**src/rtl/id_decode_stage.sv**
```systemverilog
// Instruction decode stage: opcode to one-hot select, register/immediate extraction,
// and the ID/EX pipeline register with stall, flush and one-bubble load-use interlock.
module id_decode_stage #(
   parameter int unsigned XLEN      = 32,
   parameter int unsigned OPC_COUNT = 20
) (
   input  logic                 clk,
   input  logic                 rst_n,
   input  logic                 in_valid,
   output logic                 in_ready,
   input  logic [31:0]          in_instr,
   input  logic [XLEN-1:0]      in_pc,
   input  logic                 flush,
   output logic                 out_valid,
   input  logic                 out_ready,
   output logic [OPC_COUNT-1:0] out_sel,
   output logic [4:0]           out_rd,
   output logic [4:0]           out_rs1,
   output logic [4:0]           out_rs2,
   output logic [XLEN-1:0]      out_imm,
   output logic [XLEN-1:0]      out_pc,
   output logic                 out_wb_en,
   output logic                 out_illegal
);

   localparam int unsigned NOP_BIT  = 11;
   localparam int unsigned LOAD_BIT = 2;

   logic [4:0]           opcode;
   logic                 dec_legal;
   logic [OPC_COUNT-1:0] dec_sel;
   logic                 dec_reads_rs1;
   logic                 dec_reads_rs2;
   logic                 dec_wb_en;
   logic [XLEN-1:0]      dec_imm;
   logic                 hazard;

   logic                 valid_d,   valid_q;
   logic [OPC_COUNT-1:0] sel_d,     sel_q;
   logic [4:0]           rd_d,      rd_q;
   logic [4:0]           rs1_d,     rs1_q;
   logic [4:0]           rs2_d,     rs2_q;
   logic [XLEN-1:0]      imm_d,     imm_q;
   logic [XLEN-1:0]      pc_d,      pc_q;
   logic                 wb_en_d,   wb_en_q;
   logic                 illegal_d, illegal_q;

   always_comb begin
      opcode    = in_instr[31:27];
      dec_legal = (32'(opcode) < OPC_COUNT);
      dec_sel   = '0;
      for (int unsigned i = 0; i < OPC_COUNT; i++) begin
         dec_sel[i] = dec_legal && (32'(opcode) == i);
      end
      // Illegal opcodes execute as NOP so the execute muxes always see a one-hot select
      if (!dec_legal) begin
         dec_sel[NOP_BIT] = 1'b1;
      end
      dec_reads_rs1 = dec_legal &&
                      (opcode inside {[5'd0:5'd10], 5'd12, [5'd14:5'd19]});
      dec_reads_rs2 = dec_legal &&
                      (opcode inside {5'd0, 5'd1, [5'd3:5'd6], [5'd14:5'd19]});
      dec_wb_en     = dec_legal && !(opcode inside {5'd3, 5'd11, [5'd14:5'd17]});
      dec_imm       = {{(XLEN-17){in_instr[16]}}, in_instr[16:0]};
   end

   always_comb begin
      hazard = valid_q && sel_q[LOAD_BIT] && in_valid && (rd_q != 5'd0) &&
               ((dec_reads_rs1 && (in_instr[21:17] == rd_q)) ||
                (dec_reads_rs2 && (in_instr[16:12] == rd_q)));
      in_ready = rst_n && !flush && (!valid_q || out_ready) && !hazard;
   end

   always_comb begin
      valid_d   = valid_q;
      sel_d     = sel_q;
      rd_d      = rd_q;
      rs1_d     = rs1_q;
      rs2_d     = rs2_q;
      imm_d     = imm_q;
      pc_d      = pc_q;
      wb_en_d   = wb_en_q;
      illegal_d = illegal_q;
      if (flush) begin
         valid_d = 1'b0;
      end else if (in_valid && in_ready) begin
         valid_d   = 1'b1;
         sel_d     = dec_sel;
         rd_d      = in_instr[26:22];
         rs1_d     = in_instr[21:17];
         rs2_d     = in_instr[16:12];
         imm_d     = dec_imm;
         pc_d      = in_pc;
         wb_en_d   = dec_wb_en;
         illegal_d = !dec_legal;
      end else if (out_ready && (hazard || !in_valid)) begin
         // Bubble: only valid drops, payload is left stale
         valid_d = 1'b0;
      end
   end

   always_ff @(posedge clk) begin
      if (!rst_n) begin
         valid_q   <= 1'b0;
         sel_q     <= '0;
         rd_q      <= '0;
         rs1_q     <= '0;
         rs2_q     <= '0;
         imm_q     <= '0;
         pc_q      <= '0;
         wb_en_q   <= 1'b0;
         illegal_q <= 1'b0;
      end else begin
         valid_q   <= valid_d;
         sel_q     <= sel_d;
         rd_q      <= rd_d;
         rs1_q     <= rs1_d;
         rs2_q     <= rs2_d;
         imm_q     <= imm_d;
         pc_q      <= pc_d;
         wb_en_q   <= wb_en_d;
         illegal_q <= illegal_d;
      end
   end

   assign out_valid   = valid_q;
   assign out_sel     = sel_q;
   assign out_rd      = rd_q;
   assign out_rs1     = rs1_q;
   assign out_rs2     = rs2_q;
   assign out_imm     = imm_q;
   assign out_pc      = pc_q;
   assign out_wb_en   = wb_en_q;
   assign out_illegal = illegal_q;

endmodule

```
**config.mk**
```make
export PLATFORM = sky130hd
export DESIGN_NAME = id_decode_stage
export DESIGN_NICKNAME = d
export VERILOG_FILES = /design/src/rtl/id_decode_stage.sv
export SDC_FILE = /design/constraint.sdc
export NUM_CORES = 1
export LEC_CHECK = 0
export BUFFER_PORTS_ARGS = -buffer_cell sky130_fd_sc_hd__buf_2
export CAP_MARGIN = 20
export CORE_MARGIN = 4
export CORE_UTILIZATION = 34
export DETAILED_ROUTE_END_ITERATION = 7
export HOLD_SLACK_MARGIN = 0.15
export PLACE_DENSITY_LB_ADDON = 0.05
export SLEW_MARGIN = 20
export SYNTH_ARGS = -nofsm -noshare
export SYNTH_HDL_FRONTEND = slang
export SYNTH_SLANG_ARGS = --single-unit
export TNS_END_PERCENT = 50
```
**constraint.sdc**
```tcl
create_clock -name clk -period 5.1 [get_ports clk]
set_input_delay 0.51 -clock clk [delete_from_list [all_inputs] [get_ports clk]]
set_output_delay 0.51 -clock clk [all_outputs]
set_load 0.01 [all_outputs]
```
==> results.json <==
{
  "outcome": "complete, no violations",
  "netlist-cell-type-count": 34,
  "yosysTopAreaCell": "dfxtp_1",
  "die-area_sq_um": 13300,
  "post_cts.repair.setup_buffers": 0,
  "die_w_microns": 115,
  "max_stage_delay_ns": 0.70,
  "path_cells": "xor2_1 -> nor4_1 -> nand4_1 -> a31oi_4 -> buf_12 -> mux2i_1",
  "cts_tree": "built",
  "synth_seq_cells": 82,
  "pin_count": 172,
  "fin_worst_skew_ns": 0.00809,
  "drcViolationCount": 0,
  "placed_area_sq_um": 4550,
  "cts_hold_buffers": 0,
  "power_density_nw_per_um2": 327,
  "fin_ws_ns": 2.45,
  "cts_buffer_depth": 2,
  "numCtsBuffers": 9,
  "p_leak_nw": 2.67,
  "fin_hold_ws_ns": 0.419,
  "grt_pass1_wl_mm": 15.0,
  "drive_gt1_share_pct": 33.7,
  "root_buffer": "clkbuf_16",
  "chipHeight_microns": 115,
  "fin_area_sq_um": 4870,
  "start_util_pct": 35.4,
  "finalSetupViolations": 0,
  "fmax_mhz": 377,
  "post-route-util_pct": 44.1,
  "synth_warnings": 0,
  "worstMarginPinSlew_ns": 0.790,
  "dr.pass1.iters": 4,
  "synth.top_cells.by_area": "dfxtp_1 (42%), mux2i_1 (20%), nand2_1 (15%), buf_12 (4.6%), buf_4 (3.8%)",
  "grt.total_usage_pct": 14.1,
  "hpwl_mm": 6.81,
  "overflow": 0,
  "relSlewSlack_pct": 47.4,
  "syn_nets": 504,
  "peakVddDrop_mv": 0.164,
  "syn_inst": 435,
  "synth.most_common_cell": "nand2_1",
  "rsz0062_at_grt": "false",
  "fin_crit_sh_pct": 52.0,
  "rows": 38,
  "route.vias.total": 3250,
  "area_growth_pct": 24.8,
  "async_flop_share_pct": 0,
  "worst_hold_path_type": "in2reg",
  "ant_nets": 0,
  "crit_family": "compound AO/OA/AOI/OAI gates",
  "min_period_ns": 2.65,
  "synth_edf_count": 0,
  "crit_required_ns": 5.36,
  "critPathMaxFanout": 64,
  "critical_path_buf_inv_count": 1,
  "gp_congestion": 0.713,
  "place_ws_ns": 2.16,
  "clk_pin_slew_ns": 0.06,
  "fin_setup_tns_ns": 0,
  "via_per_inst": 4.56,
  "synth.avg_cell_area_sq_um": 8.97,
  "antenna_found_initial": 0,
  "ys.flop_type": "dfxtp_1",
  "synth.yosys.seq_area_share_pct": 42.1,
  "postCtsResizedCells": 0,
  "core_area_sq_um": 11000,
  "n_antenna_cell": 0,
  "report.final.slew_viol_count": 0,
  "wl_per_cell_microns": 13.5,
  "insertion_delay_ns": 0.33,
  "start_kind": "flop",
  "synth_top_area_share_pct": 42.1,
  "synth_area_sq_um": 3900,
  "io_buffers": 171,
  "crit_slowest_cell": "a31oi_4",
  "crit_arrival_ns": 2.91,
  "drt_iter0_drc": 123,
  "drv_cap": 0,
  "synthTopCellsByCount": "nand2_1 (154), dfxtp_1 (82), mux2i_1 (79)",
  "wl_mm": 9.64,
  "final_nets": 637,
  "htree_levels": 3,
  "criticalPathCategory": "reg2reg",
  "crit_path_end_kind": "flop",
  "grt_pass1_vias": 3083,
  "clock_sinks": 82,
  "grt_max_degree": 76,
  "hold_viol": 0
}
-- per-layer routing --
metal  vias up  GRT usage [%]  routed length [microns]
met3        11           4.84                      956
met2       119           21.6                     4190
li1       1676              -                        -
met4         0           5.40                      134
met1      1444           18.4                     4350
met5         -              0                        0
-- power by group --
| group | internal (mW) | switching (mW) |
|---|---|---|
| registers | 0.670 | 0.0188 |
| logic | 0.0929 | 0.121 |
| clock network | 0.434 | 0.256 |
| total | 1.20 | 0.396 |
-- worst paths after layout --
path | from | end | slack [ns] | cells past startpoint
worst max register to register | out_rd[3]$_SDFFE_PN0P_ | out_pc[25]$_SDFFE_PN0P_ | 2.45 | 6
worst min-delay path | in_instr[25] | out_rd[3]$_SDFFE_PN0P_ | 0.42 | 3
worst min register to register | out_sel[12]$_SDFFE_PN0P_ | out_sel[12]$_SDFFE_PN0P_ | 0.45 | 2
worst max-delay path | out_rd[3]$_SDFFE_PN0P_ | out_pc[25]$_SDFFE_PN0P_ | 2.45 | 6
-- cell type report --
| type | instances | area [sq um] |
|---|---|---|
| Sequential cell | 82 | 1640 |
| Tap cell | 140 | 175 |
| Multi-Input combinational cell | 299 | 1830 |
| Timing Repair Buffer | 173 | 886 |
| Fill cell | 1151 | 6160 |
| Clock inverter | 3 | 43.8 |
| Clock buffer | 13 | 280 |
| Inverter | 3 | 11.3 |
-- stage by stage --
stage	instances	power (mW)
finish	713	1.59
global route	713	1.67
CTS	713	1.62
detailed placement	697	0.921
global placement	697	0.918
floorplan	435	0.864
-- flip-flops by register name, indices dropped and copies added, names as in the netlist --
name / flops
out_illegal: 1
out_imm: 12
out_pc: 32
out_rd: 5
out_rs1: 5
out_rs2: 5
out_sel: 20
out_valid: 1
out_wb_en: 1
-- placed cells by master (no fill, tap or decap), types with 2 or more instances in the layout --
cell	n
buf_2	170
nand2_1	154
dfxtp_1	82
mux2i_1	79
nand3_1	10
xor2_1	9
clkbuf_16	9
nor2_1	8
nor3_1	5
clkbuf_8	4
a21oi_1	3
o21ai_0	3
inv_1	3
xnor2_1	2
nand4_1	2
nand2b_1	2
nor3b_1	2
or3_1	2
a31oi_1	2
nand3b_1	2
a21o_1	2
buf_4	2
-- cells by family after synthesis --
logic type / count (synthesis) / share of synthesized area, %
AO/OA/AOI/OAI: 17 / 3.69
buffers and inverters: 54 / 11.0
AND/OR/NAND/NOR: 192 / 20.5
XOR/XNOR: 11 / 2.47
flip-flops: 82 / 42.1
multiplexers: 79 / 20.3
-- tightest hold or removal path, cell delays in order --
cell     delay, ns
buf_2         0.09
nand2_1       0.04
mux2i_1       0.05
No activity file was read; power rests on OpenSTA's default activity.
